===== src/rtl/expr_eval.sv =====
// rtl/expr_eval.sv - streaming evaluator for digit expressions joined by '+' and '*'
// Optional feature macro: EXPR_EVAL_SUB_EN adds '-' as a signed operator with '+' precedence.
module expr_eval #(
    parameter int WIDTH = 16
) (
    input  logic             clk,
    input  logic             clr,
    input  logic [7:0]       in,
    input  logic             in_valid,
    output logic [WIDTH-1:0] value,
    output logic             ok,
    output logic             err,
    output logic             ovf
);

    localparam int W2 = 2 * WIDTH;

`ifdef EXPR_EVAL_SUB_EN
    typedef enum logic [2:0] {S_EMPTY, S_NUM, S_OPADD, S_OPMUL, S_OPSUB, S_DEAD} state_t;
`else
    typedef enum logic [2:0] {S_EMPTY, S_NUM, S_OPADD, S_OPMUL, S_DEAD} state_t;
`endif

    state_t           state_q, state_d;
    logic [WIDTH-1:0] sum_q, sum_d;
    logic [WIDTH-1:0] term_q, term_d;
    logic [WIDTH-1:0] value_q, value_d;
    logic             ok_q, err_q, ovf_q, ovf_d;

    // Widen to the double-width working precision (sign-extended when '-' is enabled).
    function automatic logic [W2-1:0] ext(input logic [WIDTH-1:0] x);
`ifdef EXPR_EVAL_SUB_EN
        return {{WIDTH{x[WIDTH-1]}}, x};
`else
        return {{WIDTH{1'b0}}, x};
`endif
    endfunction

    function automatic logic fits(input logic [W2-1:0] r);
`ifdef EXPR_EVAL_SUB_EN
        return r[W2-1:WIDTH] == {WIDTH{r[WIDTH-1]}};
`else
        return r[W2-1:WIDTH] == {WIDTH{1'b0}};
`endif
    endfunction

    logic             is_digit;
    logic [WIDTH-1:0] d_w;
    logic [W2-1:0]    d_x;
    logic [W2-1:0]    add_st, add_sd, mul_td, mul_sum;
`ifdef EXPR_EVAL_SUB_EN
    logic [W2-1:0]    sub_sd;
`endif

    // ASCII '0'..'9' carry their numeric value in the low nibble.
    assign is_digit = (in >= 8'h30) && (in <= 8'h39);
    assign d_w      = {{(WIDTH-4){1'b0}}, in[3:0]};
    assign d_x      = {{(W2-4){1'b0}}, in[3:0]};
    assign add_st   = ext(sum_q) + ext(term_q);
    assign add_sd   = ext(sum_q) + d_x;
    assign mul_td   = ext(term_q) * d_x;
    assign mul_sum  = ext(sum_q) + ext(mul_td[WIDTH-1:0]);
`ifdef EXPR_EVAL_SUB_EN
    assign sub_sd   = ext(sum_q) - d_x;
`endif

    always_comb begin
        state_d = state_q;
        sum_d   = sum_q;
        term_d  = term_q;
        value_d = value_q;
        ovf_d   = ovf_q;
        if (in_valid) begin
            case (state_q)
                S_EMPTY: begin
                    if (is_digit) begin
                        state_d = S_NUM;
                        term_d  = d_w;
                        sum_d   = '0;
                        value_d = d_w;
                    end else begin
                        state_d = S_DEAD;
                    end
                end
                S_NUM: begin
                    if (in == 8'h2B) begin
                        state_d = S_OPADD;
                        sum_d   = add_st[WIDTH-1:0];
                        term_d  = '0;
                        ovf_d   = ovf_q | ~fits(add_st);
`ifdef EXPR_EVAL_SUB_EN
                    end else if (in == 8'h2D) begin
                        state_d = S_OPSUB;
                        sum_d   = add_st[WIDTH-1:0];
                        term_d  = '0;
                        ovf_d   = ovf_q | ~fits(add_st);
`endif
                    end else if (in == 8'h2A) begin
                        state_d = S_OPMUL;
                    end else begin
                        state_d = S_DEAD;
                    end
                end
                S_OPADD: begin
                    if (is_digit) begin
                        state_d = S_NUM;
                        term_d  = d_w;
                        value_d = add_sd[WIDTH-1:0];
                        ovf_d   = ovf_q | ~fits(add_sd);
                    end else begin
                        state_d = S_DEAD;
                    end
                end
`ifdef EXPR_EVAL_SUB_EN
                S_OPSUB: begin
                    if (is_digit) begin
                        state_d = S_NUM;
                        term_d  = '0 - d_w;
                        value_d = sub_sd[WIDTH-1:0];
                        ovf_d   = ovf_q | ~fits(sub_sd);
                    end else begin
                        state_d = S_DEAD;
                    end
                end
`endif
                S_OPMUL: begin
                    if (is_digit) begin
                        state_d = S_NUM;
                        term_d  = mul_td[WIDTH-1:0];
                        value_d = mul_sum[WIDTH-1:0];
                        ovf_d   = ovf_q | ~fits(mul_td) | ~fits(mul_sum);
                    end else begin
                        state_d = S_DEAD;
                    end
                end
                default: state_d = S_DEAD;
            endcase
        end
    end

    always_ff @(posedge clk or posedge clr) begin
        if (clr) begin
            state_q <= S_EMPTY;
            sum_q   <= '0;
            term_q  <= '0;
            value_q <= '0;
            ok_q    <= 1'b0;
            err_q   <= 1'b0;
            ovf_q   <= 1'b0;
        end else begin
            state_q <= state_d;
            sum_q   <= sum_d;
            term_q  <= term_d;
            value_q <= value_d;
            ok_q    <= (state_d == S_NUM);
            err_q   <= (state_d == S_DEAD);
            ovf_q   <= ovf_d;
        end
    end

    assign value = value_q;
    assign ok    = ok_q;
    assign err   = err_q;
    assign ovf   = ovf_q;

endmodule


===== config.mk =====
export PLATFORM = sky130hd
export DESIGN_NAME = expr_eval
export DESIGN_NICKNAME = d
export VERILOG_FILES = /design/src/rtl/expr_eval.sv
export SDC_FILE = /design/constraint.sdc
export NUM_CORES = 1
export LEC_CHECK = 0
export CORE_ASPECT_RATIO = 2
export CORE_MARGIN = 2
export CORE_UTILIZATION = 30
export CTS_CLUSTER_SIZE = 25
export DETAILED_ROUTE_END_ITERATION = 6
export MAX_ROUTING_LAYER = met4
export PLACE_DENSITY_LB_ADDON = 0.15
export SYNTH_ARGS = -nofsm -noshare
export SYNTH_HDL_FRONTEND = slang
export SYNTH_SLANG_ARGS = --single-unit

===== constraint.sdc =====
create_clock -name clk -period 5.1 [get_ports clk]
set_input_delay 1.02 -clock clk [delete_from_list [all_inputs] [get_ports clk]]
set_output_delay 1.02 -clock clk [all_outputs]
set_load 0.01 [all_outputs]

Word-level counts from Yosys, hierarchy flattened
Index checks and enable logic that the tools add are counted.
{"block": "op_classes", "bitwise_logic": 8, "addsub": 3, "reduce_logical": 16, "eq_ne": 12, "muxes": 19, "n_lt_le_gt_ge": 2, "mul": 1}
{"op": "$mux 16", "n": 7}
{"op": "$pmux 16 s3", "n": 2}
{"op": "$logic_not 16->1", "n": 4}
{"op": "$add 16x16->17", "n": 2}
{"op": "$pmux 16 s2", "n": 1}
{"op": "$mul 16x4->20", "n": 1}
{"op": "$add 16x4->17", "n": 1}
{"op": "$eq 8x6->1 const B", "n": 2}
{"op": "$reduce_and 5->1", "n": 3}
{"op": "$mux 3", "n": 4}
{"op": "$reduce_bool 3->1", "n": 3}
{"op": "$ge 8x6->1 const B", "n": 1}
{"op": "$le 8x6->1 const B", "n": 1}
{"op": "$ne 2x2->1 const B", "n": 4}
{"op": "$eq 3x1->1 const B", "n": 2}
{"op": "$eq 3x2->1 const B", "n": 2}
{"op": "$pmux 3 s2", "n": 1}
{"op": "$not 1->1", "n": 4}
{"op": "$or 1x1->1", "n": 4}
{"op": "$reduce_and 4->1", "n": 1}
{"op": "$eq 3x3->1 const B", "n": 1}
{"op": "$logic_not 3->1", "n": 1}
{"op": "$mux 1", "n": 3}
{"op": "$pmux 1 s3", "n": 1}
{"op": "other kinds (5)", "n": 5}
{"block": "word_totals", "word_cells": 68, "regBits": 54}

Longest topological paths before layout
{"block": "logic_depth", "ltp_word": 7, "mapped_depth": 22, "mapped_depth_nobuf": 20}

Worst setup path before layout
No wires, ideal clock.
{"block": "synth_path", "path_type": "input port to flip-flop", "from": "input port in[2]", "to": "register value_q[15], in the netlist value[15]", "arrival_time_ns": 5.537, "t_required_ns": 4.976, "setup_slack_ns": -0.561, "setup_time_ns": 0.124, "cell_stages": 20, "path_cell_list": "clkbuf_1 -> clkbuf_1 -> nand2_1 -> fa_1 -> fa_1 -> inv_1 -> fa_1 -> a211oi_1 -> o21ai_1 -> nand2_1 -> o21ai_0 -> o21a_1 -> or2_2 -> xor2_1 -> ha_1 -> nand2_1 -> nor4b_1 -> a2111oi_0 -> o22ai_1 -> o31a_1"}
{"block": "synth_via", "elab_chain_cells": 4, "word_cells_on_any_way": 13, "cone_classes": "add/sub: 2; mul: 1; order compare: 2; eq/ne: 3; mux: 3; reduce/logical: 2"}
{"item": "start: declaration", "line_no": "8", "rtl": "input logic [7:0] in,"}
{"item": "$mul 16x4->20, or another cell as far along", "line_no": "61", "rtl": "assign mul_td = ext(term_q) * d_x;"}
{"item": "$add 16x16->17 or $logic_and 1x1->1 (tied branches)", "line_no": "62, 56"}
{"item": "$mux 16 or $ne 2x2->1 (tied branches)"}
{"item": "$pmux 16 s3 or $reduce_and 5->1 (tied branches)"}
{"item": "end signal: assignment", "line_no": "154", "rtl": "value_q <= value_d;"}
{"item": "end: declaration", "line_no": "27", "rtl": "logic [WIDTH-1:0] value_q, value_d;"}
Several ways; a longest one is shown, not always the timed one. The select of a mux whose other input is x is not followed.
A chain may end at the register's enable or synchronous reset.

Final worst setup path
{"block": "layout_path", "from": "input port in[3]", "to": "register value_q[15], in the netlist value[15]"}
The elaborated chain is that of the path after synthesis.

==> flow_metrics.tcl <==
set metrics [dict create \
    outcome "completed" \
    crit_slowest_cell "fa_1" \
    synthFlopType "dfrtp_1" \
    grt_pass1_vias 5879 \
    die_y_um 202 \
    layout_commonest_cell "buf_4" \
    synthArstFlopShare_pct 100 \
    num_vias 5436 \
    htreeDepth 2 \
    worstPathMaxFanout 4 \
    hold_path_class "flip-flop to flip-flop" \
    syn_nets 792 \
    seq_area_frac_synth_pct 22.9 \
    r2r_cells 20 \
    yosys_warnings 0 \
    fp.dieW_um 103 \
    min_period_over_period_pct 99.5 \
    rrSetupSlack_ns 0.37 \
    critPathCaptureType "flip-flop" \
    gp_congestion 0.914 \
    min_to "value[5]$_DFFE_PP0P_" \
    start_util_pct 30.5 \
    finalSetupViolations 0 \
    mostFrequentLayoutCells "buf_4 (99), nand2_1 (80), dfrtp_1 (54)" \
    finalNetCount 910 \
    wl_um 19300 \
    max_clock_freq_ghz 0.197 \
    slowest_delay_ns 0.54 \
    syn_inst 689 \
    skew_ns 0.0100 \
    grt-ovfl-total 0 \
    start_kind "input port" \
    ios 30 \
    grt_util_all_layers_pct 20.0 \
    area_growth_pct 32.6 \
    drtAntennaViolNets 0 \
    ir_drop_mv 0.334 \
    ctsRootBufferMaster "clkbuf_16" \
    p_per_area_mw_per_mm2 124 \
    clockBufferDepth 2 \
    fin_ws_ns 0.0279 \
    finalPower_w 0.000969 \
    numClockSinks 54 \
    synth_cell_types 60 \
    hold_violations 0 \
    worstReg2RegStart "term_q[1]$_DFFE_PP0P_" \
    crit_arrival_ns 5.26 \
    clkLatencyLatePin_ns 0.30 \
    drt_iter0_drc 197 \
    rsz0062_at_grt "yes" \
    crit_chain "buf_6, buf_4, and2_4, fa_1, inv_1, fa_1, inv_2, ha_4, o211ai_1, a21oi_2, nor3_4, nor2_2, nor2_1, xnor2_1, ha_2, a21oi_4, nor4b_4, a2111oi_2, o22ai_1, o31a_1" \
    drive_gt1_share_pct 23.9 \
    place_hpwl_um 15700 \
    cts_tree "done" \
    core-area_mm2 0.0193 \
    grt_pass1_wl_um 31000 \
    diodes 0 \
    synth_edf_count 0 \
    path_clk_slew_ns 0.07 \
    synth-seq-cells 54 \
    required_ns 5.29 \
    drtPass1Iterations 5 \
    syn_area_mm2 0.00589 \
    r2r-end "value[12]$_DFFE_PP0P_" \
    worstSetupPathType "input port to flip-flop" \
    max-slew-margin-rel_pct 42.0 \
    fp-row-count 72 \
    dpl_worst_slack_ns -0.921 \
    path_delay_family "adder cells" \
    antenna_found_initial 0 \
    slew_viol_final 0 \
    die-area_mm2 0.0208 \
    drc 0 \
    worst-path-buf-inv 4 \
    port_buffers 29 \
    vias_per_cell 5.09 \
    grt_max_degree 37 \
    maxCapViolCount 0 \
    min_from "value[5]$_DFFE_PP0P_" \
    p_leak_nw 3.78 \
    wire_per_inst_um 18.1 \
    synth_area_per_cell_um2 8.55 \
    holdBufCountCts 0 \
    cts_inserted_buffers 5 \
    worst_pin_slew_ns 0.870 \
    cp_common_cell "fa_1" \
    holdPathStages 2 \
    period_needed_ns 5.07 \
]
-- report_power, final --
part	internal, W	switching (W)
registers	0.000430	0.00000346
clock network	0.000295	0.000169
logic	0.0000315	0.0000403
-- cell usage after synthesis (10+ instances only) --
| cell | n | share of area (%) |
|---|---|---|
| nand2_1 | 85 | 5.4 |
| nor2_1 | 35 | 2.2 |
| inv_1 | 45 | 2.9 |
| nor3_1 | 15 | 1.3 |
| a22oi_1 | 10 | 1.3 |
| o21a_1 | 10 | 1.3 |
| dfrtp_1 | 54 | 23 |
| o21ai_0 | 53 | 4.5 |
| a22o_1 | 10 | 1.5 |
| and2_1 | 54 | 5.7 |
| clkbuf_1 | 17 | 1.1 |
| fa_1 | 31 | 11 |
| a21o_1 | 17 | 2.2 |
| xnor2_1 | 28 | 4.2 |
| ha_1 | 61 | 13 |
| a21oi_1 | 32 | 2.7 |
| xor2_1 | 19 | 2.8 |
-- worst min-delay path, cell delays in order, from the launching register on --
cell and delay [ns]:
dfrtp_1 0.35, nand2_1 0.04, o21ai_0 0.06
-- sequential cells by signal (all words and copies together), names as in the netlist --
name,flops
term_q,16
err,1
state_q,3
value,16
ovf,1
sum_q,16
ok,1
-- per-stage QoR --
| step | area [µm²] | cells | hold slack (ns) | util [%] | setup TNS (ns) |
|---|---|---|---|---|---|
| 3_5_place_dp | 7230 | 1047 | 0.474 | 37.5 | -6.00 |
| 3_3_place_gp | 7230 | 1047 | 0.474 | 37.5 | -5.49 |
| 2_1_floorplan | 6070 | 689 | 0.505 | - | -0.0856 |
| 4_1_cts | 7620 | 1062 | 0.490 | 39.5 | -0.227 |
| 6_report | 7810 | 1067 | 0.486 | 40.5 | 0 |
| 5_1_grt | 7810 | 1067 | 0.526 | 40.5 | -0.631 |
-- layer usage --
layer	part of all wire [%]	vias up	track usage, %
met1	36	2646	20.2
li1	-	2654	-
met3	1.8	39	1.24
met5	0	-	-
met2	58	97	37.7
met4	4.3	0	8.88
-- kinds of logic after synthesis --
logic type               synth area share, %
AND/OR/NAND/NOR                         20.1
AO/OA/AOI/OAI                           21.3
adder cells (fa/ha/maj)                 23.5
buffers and inverters                   4.29
flip-flops                              22.9
XOR/XNOR                                6.99
multiplexers                           0.892
-- area by class of cell --
type	instances	area [µm²]
Sequential cell	54	1350
Inverter	45	169
Clock inverter	2	60.1
Multi-Input combinational cell	569	4690
Clock buffer	6	139
Tap cell	259	324
Fill cell	1970	11500
Timing Repair Buffer	132	1070
-- worst max path at each step --
stage,startpoint,endpoint,slack (ns),cells after the start
finish,in[3],value[15]$_DFFE_PP0P_,0.03,20
global route,in[3],value[15]$_DFFE_PP0P_,-0.18,22
CTS,in[3],value[12]$_DFFE_PP0P_,-0.09,21
detailed placement,in[2],value[15]$_DFFE_PP0P_,-0.92,21
global placement,in[2],value[15]$_DFFE_PP0P_,-0.83,21
floorplan,in[3],value[15]$_DFFE_PP0P_,-0.09,21
-- what timing repair did --
item | in CTS | in global routing
gates resized for setup | 52 | 31
endpoints found under the setup margin | 8 | 7
pin swaps | 40 | 36
buffers inserted | 7 | 6
gates cloned | 0 | 0
Power figures use the tool's default switching activity.
